===== src/rtl/udp_pkg.sv =====
// udp_pkg: shared types for the UDP receive-path frame reader.
//   fr_state_e : framing FSM states
//   beat_t     : one beat as it travels through the skid buffer
//   DATA_WIDTH : default byte-lane width, matches the framed FIFO
package udp_pkg;

  localparam int DATA_WIDTH  = 8;
  // Length field wide enough for any MAX_FRAME_LEN up to 65535; the reader
  // only drives/uses its low LEN_WIDTH bits.
  localparam int LEN_FIELD_W = 16;

  typedef enum logic [0:0] {
    FR_IDLE     = 1'b0,
    FR_IN_FRAME = 1'b1
  } fr_state_e;

  typedef struct packed {
    logic [DATA_WIDTH-1:0]  data;
    logic                   sof;
    logic                   eof;
    logic [LEN_FIELD_W-1:0] len;
  } beat_t;

endpackage


===== src/rtl/udp_frame_reader_if.sv =====
// udp_frame_reader_if: valid/ready byte stream from the frame reader to the
// UDP parser.
//   out_valid/out_ready : handshake (master drives valid, slave drives ready)
//   out_data            : beat data
//   out_sof/out_eof     : frame tags
//   out_len             : beats so far in frame, meaningful with out_eof
interface udp_frame_reader_if #(
  parameter int DATA_WIDTH = udp_pkg::DATA_WIDTH,
  parameter int LEN_WIDTH  = 12
);
  logic                  out_valid;
  logic                  out_ready;
  logic [DATA_WIDTH-1:0] out_data;
  logic                  out_sof;
  logic                  out_eof;
  logic [LEN_WIDTH-1:0]  out_len;

  modport master (output out_valid, out_data, out_sof, out_eof, out_len,
                  input  out_ready);
  modport slave  (input  out_valid, out_data, out_sof, out_eof, out_len,
                  output out_ready);
endinterface


===== src/rtl/udp_skid_buf2.sv =====
// udp_skid_buf2: 2-entry valid/ready register buffer.
//   clk, reset          : clock, synchronous active-high reset
//   in_valid/in_ready   : write side handshake
//   in_data             : W-bit payload in
//   out_valid/out_ready : read side handshake
//   out_data            : W-bit payload out, straight from the head register
//   count               : occupancy 0..2
// out_valid/out_data depend only on registers, so there is no path from
// out_ready to them.
module udp_skid_buf2 #(
  parameter int W = 8
) (
  input  logic         clk,
  input  logic         reset,
  input  logic         in_valid,
  output logic         in_ready,
  input  logic [W-1:0] in_data,
  output logic         out_valid,
  input  logic         out_ready,
  output logic [W-1:0] out_data,
  output logic [1:0]   count
);
  logic [W-1:0] head_q, tail_q;
  logic [1:0]   cnt_q;
  logic         push, pop;

  assign pop       = out_valid && out_ready;
  assign in_ready  = (cnt_q != 2'd2) || pop;
  assign push      = in_valid && in_ready;
  assign out_valid = (cnt_q != 2'd0);
  assign out_data  = head_q;
  assign count     = cnt_q;

  always_ff @(posedge clk) begin
    if (reset) begin
      head_q <= '0;
      tail_q <= '0;
      cnt_q  <= 2'd0;
    end else begin
      case ({push, pop})
        2'b10: begin
          if (cnt_q == 2'd0) head_q <= in_data;
          else               tail_q <= in_data;
          cnt_q <= cnt_q + 2'd1;
        end
        2'b01: begin
          head_q <= tail_q;
          cnt_q  <= cnt_q - 2'd1;
        end
        2'b11: begin
          // Simultaneous push/pop: occupancy unchanged, order kept.
          if (cnt_q == 2'd1) begin
            head_q <= in_data;
          end else begin
            head_q <= tail_q;
            tail_q <= in_data;
          end
        end
        default: ;
      endcase
    end
  end
endmodule


===== src/rtl/udp_frame_reader.sv =====
// udp_frame_reader: drains the framed byte FIFO and presents a valid/ready
// stream to the UDP parser.
//   rd_clk, reset        : FIFO read clock, synchronous active-high reset
//   fifo_rd_en           : read strobe; data returns one cycle later
//   fifo_dout/sof/eof    : returned beat and tags
//   fifo_empty           : FIFO empty
//   out_if               : output stream (master side)
//   err_no_sof           : pulse, beat dropped outside a frame
//   err_sof_in_frame     : pulse, sof arrived inside an open frame
//   err_too_long         : pulse, first beat past MAX_FRAME_LEN forwarded
//   frame_count          : completed frames (eof handshaken), wraps
module udp_frame_reader #(
  parameter int DATA_WIDTH    = udp_pkg::DATA_WIDTH,
  parameter int MAX_FRAME_LEN = 2048,
  parameter int LEN_WIDTH     = $clog2(MAX_FRAME_LEN + 1)
) (
  input  logic                  rd_clk,
  input  logic                  reset,
  output logic                  fifo_rd_en,
  input  logic [DATA_WIDTH-1:0] fifo_dout,
  input  logic                  fifo_sof,
  input  logic                  fifo_eof,
  input  logic                  fifo_empty,
  udp_frame_reader_if.master    out_if,
  output logic                  err_no_sof,
  output logic                  err_sof_in_frame,
  output logic                  err_too_long,
  output logic [15:0]           frame_count
);
  import udp_pkg::*;

  localparam logic [LEN_WIDTH-1:0] LEN_MAX = LEN_WIDTH'(MAX_FRAME_LEN);

  fr_state_e            state_q, state_d;
  logic [LEN_WIDTH-1:0] len_q, len_d;
  logic                 tl_seen_q, tl_seen_d;
  logic                 inflight_q;
  logic                 fwd, ns_d, sif_d, tl_d;

  beat_t                beat_in, beat_out;
  logic                 sk_valid, sk_in_ready, pop;
  logic [1:0]           sk_count, used;

  // Read credit. A beat leaving the skid this cycle frees its slot now, so
  // the FIFO can be read every cycle while downstream keeps up.
  assign pop        = sk_valid && out_if.out_ready;
  assign used       = sk_count - {1'b0, pop} + {1'b0, inflight_q};
  assign fifo_rd_en = !fifo_empty && (used < 2'd2) && !reset;

  // Framing FSM, evaluated on the returning beat.
  always_comb begin
    state_d   = state_q;
    len_d     = len_q;
    tl_seen_d = tl_seen_q;
    fwd       = 1'b0;
    ns_d      = 1'b0;
    sif_d     = 1'b0;
    tl_d      = 1'b0;
    if (inflight_q) begin
      if (fifo_sof) begin
        // sof always opens a new frame; the old one is abandoned without eof.
        fwd       = 1'b1;
        len_d     = LEN_WIDTH'(1);
        tl_seen_d = 1'b0;
        sif_d     = (state_q == FR_IN_FRAME);
        state_d   = fifo_eof ? FR_IDLE : FR_IN_FRAME;
      end else if (state_q == FR_IN_FRAME) begin
        fwd = 1'b1;
        if (len_q == LEN_MAX) begin
          tl_d      = !tl_seen_q;
          tl_seen_d = 1'b1;
        end else begin
          len_d = len_q + LEN_WIDTH'(1);
        end
        if (fifo_eof) state_d = FR_IDLE;
      end else begin
        ns_d = 1'b1;
      end
    end
  end

  always_comb begin
    beat_in = '{data: fifo_dout, sof: fifo_sof, eof: fifo_eof,
                len: LEN_FIELD_W'(len_d)};
  end

  always_ff @(posedge rd_clk) begin
    if (reset) begin
      state_q          <= FR_IDLE;
      len_q            <= '0;
      tl_seen_q        <= 1'b0;
      inflight_q       <= 1'b0;
      err_no_sof       <= 1'b0;
      err_sof_in_frame <= 1'b0;
      err_too_long     <= 1'b0;
      frame_count      <= '0;
    end else begin
      state_q          <= state_d;
      len_q            <= len_d;
      tl_seen_q        <= tl_seen_d;
      inflight_q       <= fifo_rd_en;
      err_no_sof       <= ns_d;
      err_sof_in_frame <= sif_d;
      err_too_long     <= tl_d;
      if (pop && beat_out.eof) frame_count <= frame_count + 16'd1;
    end
  end

  udp_skid_buf2 #(.W($bits(beat_t))) u_skid (
    .clk       (rd_clk),
    .reset     (reset),
    .in_valid  (fwd),
    .in_ready  (sk_in_ready),
    .in_data   (beat_in),
    .out_valid (sk_valid),
    .out_ready (out_if.out_ready),
    .out_data  (beat_out),
    .count     (sk_count)
  );

  // Credit accounting guarantees space; in_ready is never low when fwd is.
  logic unused_push_ok;
  assign unused_push_ok = sk_in_ready & (&{1'b0, beat_out.len});

  assign out_if.out_valid = sk_valid;
  assign out_if.out_data  = beat_out.data;
  assign out_if.out_sof   = beat_out.sof;
  assign out_if.out_eof   = beat_out.eof;
  assign out_if.out_len   = beat_out.len[LEN_WIDTH-1:0];

endmodule


===== src/flat_wrapper.sv =====
// flat-port wrapper written by rule: the top's interface ports become plain ports
module udp_frame_reader_flat import udp_pkg::*;
#(
  parameter int DATA_WIDTH    = udp_pkg::DATA_WIDTH,
  parameter int MAX_FRAME_LEN = 2048,
  parameter int LEN_WIDTH     = $clog2(MAX_FRAME_LEN + 1)
)
  (rd_clk, reset, fifo_rd_en, fifo_dout, fifo_sof, fifo_eof, fifo_empty, err_no_sof, err_sof_in_frame, err_too_long, frame_count, out_if_out_valid, out_if_out_data, out_if_out_sof, out_if_out_eof, out_if_out_len, out_if_out_ready);
  udp_frame_reader_if #(.DATA_WIDTH(DATA_WIDTH), .LEN_WIDTH(LEN_WIDTH)) out_if_i ();
  input  logic rd_clk;
  input  logic reset;
  output logic fifo_rd_en;
  input  logic [DATA_WIDTH-1:0] fifo_dout;
  input  logic fifo_sof;
  input  logic fifo_eof;
  input  logic fifo_empty;
  output logic err_no_sof;
  output logic err_sof_in_frame;
  output logic err_too_long;
  output logic [15:0] frame_count;
  output wire logic [$bits(out_if_i.out_valid)-1:0] out_if_out_valid;
  output wire logic [$bits(out_if_i.out_data)-1:0] out_if_out_data;
  output wire logic [$bits(out_if_i.out_sof)-1:0] out_if_out_sof;
  output wire logic [$bits(out_if_i.out_eof)-1:0] out_if_out_eof;
  output wire logic [$bits(out_if_i.out_len)-1:0] out_if_out_len;
  input wire logic [$bits(out_if_i.out_ready)-1:0] out_if_out_ready;
  assign out_if_out_valid = out_if_i.out_valid;
  assign out_if_out_data = out_if_i.out_data;
  assign out_if_out_sof = out_if_i.out_sof;
  assign out_if_out_eof = out_if_i.out_eof;
  assign out_if_out_len = out_if_i.out_len;
  assign out_if_i.out_ready = out_if_out_ready;
  udp_frame_reader #(.DATA_WIDTH(DATA_WIDTH), .MAX_FRAME_LEN(MAX_FRAME_LEN), .LEN_WIDTH(LEN_WIDTH)) u_core (.rd_clk(rd_clk), .reset(reset), .fifo_rd_en(fifo_rd_en), .fifo_dout(fifo_dout), .fifo_sof(fifo_sof), .fifo_eof(fifo_eof), .fifo_empty(fifo_empty), .out_if(out_if_i), .err_no_sof(err_no_sof), .err_sof_in_frame(err_sof_in_frame), .err_too_long(err_too_long), .frame_count(frame_count));
endmodule

===== config.mk =====
export PLATFORM = sky130hd
export DESIGN_NAME = udp_frame_reader_flat
export DESIGN_NICKNAME = d
export VERILOG_FILES = /design/src/rtl/udp_pkg.sv /design/src/rtl/udp_frame_reader_if.sv /design/src/rtl/udp_skid_buf2.sv /design/src/rtl/udp_frame_reader.sv /design/src/flat_wrapper.sv
export SDC_FILE = /design/constraint.sdc
export NUM_CORES = 1
export LEC_CHECK = 0
export CORE_MARGIN = 2
export CORE_UTILIZATION = 55
export CTS_CLUSTER_DIAMETER = 60
export DETAILED_ROUTE_END_ITERATION = 10
export PLACE_DENSITY = 0.78
export SLEW_MARGIN = 25
export SYNTH_ARGS = -nofsm -noshare
export SYNTH_HDL_FRONTEND = slang
export SYNTH_HIERARCHICAL = 1
export SYNTH_SLANG_ARGS = --single-unit

===== constraint.sdc =====
create_clock -name rd_clk -period 2.45 [get_ports rd_clk]
set_clock_uncertainty 0.1 [all_clocks]
set_input_delay 0.3675 -clock rd_clk [delete_from_list [all_inputs] [get_ports rd_clk]]
set_output_delay 0.3675 -clock rd_clk [all_outputs]
set_load 0.03 [all_outputs]

Word level (Yosys, flattened, before mapping)
Cells that the tools add are included.
{"block": "totals", "regBits": 88, "in_bits": 14, "out_inout_bits": 43, "word_cells": 74}
{"block": "op_classes", "add_sub_neg": 6, "n_lt_le_gt_ge": 1, "n_eq_ne": 9, "muxes": 21, "n_bitwise": 4, "n_reduce_logical": 22}
{"operator": "2-to-1 mux 26 bit", "count": 4}
{"operator": "one-hot mux 26 bit (3 select lines)", "count": 1}
{"operator": "one-hot mux 26 bit (2 select lines)", "count": 1}
{"operator": "2-to-1 mux 12 bit", "count": 4}
{"operator": "adder 16 x 1 -> 16 bit (second input constant)", "count": 1}
{"operator": "adder 12 x 1 -> 12 bit (second input constant)", "count": 1}
{"operator": "== test 12 bit (second input constant)", "count": 1}
{"operator": "2-to-1 mux 1 bit", "count": 10}
{"operator": "nonzero test 2 bit", "count": 5}
{"operator": "inequality test 2 bit (second input constant)", "count": 4}
{"operator": "AND reduction 3 bit", "count": 2}
{"operator": "OR reduction 3 bit", "count": 2}
{"operator": "logical AND 1 bit", "count": 5}
{"operator": "OR reduction 5 bit", "count": 1}
{"operator": "== test 2 x 1 -> 1 bit (second input constant)", "count": 2}
{"operator": "== test 2 bit (second input constant)", "count": 2}
{"operator": "NOT 1 bit", "count": 4}
{"operator": "one-hot mux 2 bit (2 select lines)", "count": 1}
{"operator": "zero test 1 bit", "count": 3}
{"operator": "nonzero test 3 bit", "count": 1}
{"operator": "adder 2 x 1 -> 2 bit", "count": 1}
{"operator": "adder 2 x 1 -> 2 bit (second input constant)", "count": 1}
{"operator": "zero test 2 bit", "count": 1}
{"operator": "< comparator 2 bit (second input constant)", "count": 1}
{"operator": "other kinds (4)", "count": 4}

Logic depth before layout (Yosys ltp)
{"block": "depth", "depth_word": 7, "mapped_depth": 8, "depth_no_buf": 8}

Modules after synthesis
The synthesis kept the hierarchy.
{"module": "udp_skid_buf2", "n_inst": 1, "cells_per_inst": 254, "area_per_inst_um2": 2436.1}
{"module": "udp_frame_reader", "n_inst": 1, "cells_per_inst": 205, "area_per_inst_um2": 1720.4}

Worst setup path after synthesis
Ideal clock, no wire load.
{"block": "synth_path", "path_type": "register -> output", "startpoint": "register u_core.u_skid.cnt_q[0], in the netlist u_core/u_skid/count[0]", "endpoint": "output port fifo_rd_en", "arrival_time_ns": 2.190, "required_time_ns": 1.982, "setup_slack_ns": -0.208, "stages_incl_launch_ff": 9, "path_buffers": 0, "cell_sequence": "dfxtp_1 > inv_1 > ha_1 > inv_1 > and2_1 > ha_1 > nor2_1 > xnor2_1 > nor3_1"}
{"block": "synth_between", "elab_chain_len": 7}
{"item": "start, declared", "line": "udp_skid_buf2.sv:24", "source": "logic [1:0] cnt_q;"}
{"item": "start signal, assigned", "line": "udp_skid_buf2.sv:44", "source": "cnt_q <= cnt_q + 2'd1;"}
{"item": "start signal, assigned", "line": "udp_skid_buf2.sv:48", "source": "cnt_q <= cnt_q - 2'd1;"}
{"item": "nonzero test 2 bit", "line": "udp_skid_buf2.sv:30", "source": "assign out_valid = (cnt_q != 2'd0);"}
{"item": "named net out_if_out_valid", "line": "flat_wrapper.sv:21", "source": "output wire logic [$bits(out_if_i.out_valid)-1:0] out_if_out_valid;"}
{"item": "logical AND 1 bit", "line": "udp_frame_reader.sv:46", "source": "assign pop = sk_valid && out_if.out_ready;"}
{"item": "subtractor 2 x 1 -> 2 bit", "line": "udp_frame_reader.sv:47", "source": "assign used = sk_count - {1'b0, pop} + {1'b0, inflight_q};"}
{"item": "adder 2 x 1 -> 2 bit", "line": "udp_frame_reader.sv:47"}
{"item": "< comparator 2 bit", "line": "udp_frame_reader.sv:48", "source": "assign fifo_rd_en = !fifo_empty && (used < 2'd2) && !reset;"}
{"item": "logical AND 1 bit (2 in a row)", "line": "udp_frame_reader.sv:48"}
{"item": "end, declared", "line": "flat_wrapper.sv:12", "source": "output logic fifo_rd_en;"}
The timed path passes the listed nets, and every way through them passes these cells.

Final worst setup path
{"block": "layout_path", "startpoint": "register u_core.u_skid.cnt_q[0], in the netlist u_core/u_skid/count[0]", "endpoint": "output port fifo_rd_en"}
{"block": "layout_between", "elab_chain_len": 7}
{"item": "nonzero test 2 bit", "line": "udp_skid_buf2.sv:30"}
{"item": "logical AND 1 bit", "line": "udp_frame_reader.sv:46"}
{"item": "subtractor 2 x 1 -> 2 bit (*)", "line": "udp_frame_reader.sv:47"}
{"item": "adder 2 x 1 -> 2 bit (*)", "line": "udp_frame_reader.sv:47"}
{"item": "< comparator 2 bit (*)", "line": "udp_frame_reader.sv:48"}
{"item": "logical AND 1 bit (*) (2 in a row)", "line": "udp_frame_reader.sv:48"}
Mark *: on every way between the ends. The rest lies on a longest branch, timed or not.

==> results.cfg <==
[clock_tree]
insertion_delay_ns = 0.34
cts-buffers-inserted = 9
cts.path.max_buffers = 2
cts_htree_levels = 3
clk_pin_slew_worst_paths_ns = 0.08
cts-root-buf = clkbuf_8
cts.sinks = 80
cts_tree = yes
hold_buffers = 0

[job]
maxCapViolations = 0

[logic_synthesis]
synth_area_per_cell_um2 = 9.01
synthesis.nets = 446
yosys_warnings = 6
syn_inst = 425
netlist_area_mm2 = 0.00383

[finish]
drive_above_1_share_pct = 15.0
antenna_cells = 0
layout.nets = 497
synthToLayoutAreaGrowth_pct = 22.0
fill_cells = 534
multiInputGateArea_mm2 = 0.00204
register_area_mm2 = 0.00161
post-route-util_pct = 69.1

[min_path]
hold_path_startpoint = reset
min_path_type = in -> reg

[timing]
fmax_mhz = 425
finalCritPeriodShare_pct = 96.1
worst_pin_slew_ns = 0.496
hold_viol_final = 0
drv_slew = 0
setup_tns_ns = 0
post-route-min-period_ns = 2.35
setup_viol = 0
slew_headroom_pct = 66.9

[worst_setup_path]
worstPathArrival_ns = 1.89
worstSetupPathType = reg -> out
cp-start-kind = flop
required_ns = 1.98
endpoint_kind = output port
startpoint = u_core/u_skid/count[0]
critical_path_peak_fanout = 4
rr_startpoint = u_core/u_skid/count[0]

[floorplan]
die_height_um = 87.4
initial_core_util_pct = 56.7
die_area_mm2 = 0.00764
die_x_um = 87.4
num_io_pins = 57
rows = 30
coreArea_mm2 = 0.00676

[global_route]
grt_pass1_vias = 2947
grt_util_all_layers_pct = 21.6
grt_max_degree = 45
grt_pass1_wl_um = 13400
antenna_found_initial = 0
grt-ovfl-total = 0

[routing]
vias = 3120
ant_nets = 0
vias_per_cell = 5.56
dr.pass1.iters = 4
wirelength_um = 8090
post_drt_wl_per_cell_um = 14.4
drcViolationCount = 0
drtIter0Drc = 127

[placement]
dp_hpwl_um = 5430
io_buffers = 56
gp_congestion = 0.810

[power]
sequentialPowerShare_pct = 37.0
switchingPower_mw = 1.64
p_sw_share_pct = 37.5
p_leak_nw = 1.77
p_comb_share_pct = 41.9
p_clk_share_pct = 21.2
powerDensity_mw_per_mm2 = 935
ir_drop_mv = 0.419
power.internal_mw = 2.73

[outcome]
status = complete, no violations
## placed cells by master (no fill, tap or decap), types with 4 or more instances in the layout
cell type / n
a21oi_1: 8
inv_2: 4
nand2_1: 57
or4_1: 5
a311oi_2: 20
nor2b_1: 4
and2_1: 4
nor2_2: 5
ha_1: 6
mux2i_1: 27
xor2_1: 6
a311oi_1: 6
inv_1: 8
buf_4: 11
nor2_1: 72
o31ai_1: 5
xnor2_1: 10
nor3_1: 8
a31oi_1: 6
dfxtp_1: 78
clkdlybuf4s50_1: 54
clkbuf_8: 9
nand4_1: 9
nand3_1: 9
## repair_timing
action                                  CTS  global route
endpoints found under the setup margin    1             1
setup buffers                             1             2
pin swaps                                 2             0
gates resized for setup                   4             7
## path summary, 6_finish.rpt
path                             to  slack (ns)  cells after the start
max                      fifo_rd_en         0.1                      9
min           u_core/frame_count[0]        0.33                      2
max reg2reg  u_core/frame_count[15]        0.32                      8
min reg2reg     u_core/err_too_long        0.34                      1
## state kept, by name, indices dropped and copies added, names as in the netlist
signal                   cells
u_core/state_q               1
u_core/tl_seen_q             1
u_core/err_too_long          1
u_core/u_skid/tail_q        22
u_core/err_no_sof            1
u_core/u_skid/count          2
u_core/frame_count          16
u_core/u_skid/out_data      22
u_core/inflight_q            1
u_core/err_sof_in_frame      1
u_core/len_q                12
## area by class of cell
cell class | instances | share of cell area (%)
Tap cell | 80 | 2.14
Multi-Input combinational cell | 304 | 43.7
Clock buffer | 11 | 2.81
Timing Repair Buffer | 69 | 14.7
Sequential cell | 80 | 34.4
Inverter | 12 | 0.965
Clock inverter | 5 | 1.23
## metrics by stage
stage	std cells	area (µm²)	setup WS (ns)	power, mW	hold slack, ns
final	561	4670	0.0961	4.37	0.330
after global routing	561	4670	-0.0118	4.61	0.343
after CTS	559	4620	0.00301	4.31	0.327
after detailed placement	542	4420	0.173	3.36	0.324
after global placement	542	4420	0.187	3.31	0.330
after floorplan	425	3830	0.0439	2.89	0.302
## layer usage
layer  routed length, µm  share of wire, %  vias to the layer above  GRT usage [%]
li1                    -                 -                     1575              -
met1                3850                48                     1471           28.8
met2                3900                48                       70           36.0
met3                 304               3.8                        4           3.70
met4                  36              0.44                        0           6.29
met5                   0                 0                        -              0
## worst max-delay path, cell delays in order, from the launching register on
cell,delay [ns]
dfxtp_2,0.34
inv_2,0.08
ha_4,0.14
inv_2,0.04
and2_1,0.16
ha_1,0.21
xnor2_2,0.15
xnor2_2,0.15
nor3_2,0.11
buf_4,0.18
## power groups by stage
stage / combinational (mW) / clock (mW) / sequential, mW
final: 1.83 / 0.924 / 1.61
after global routing: 1.97 / 1.00 / 1.64
after CTS: 1.75 / 0.944 / 1.62
after detailed placement: 1.72 / 0 / 1.64
after global placement: 1.68 / 0 / 1.63
after floorplan: 0.987 / 0 / 1.90
No activity file was read; power rests on OpenSTA's default activity.
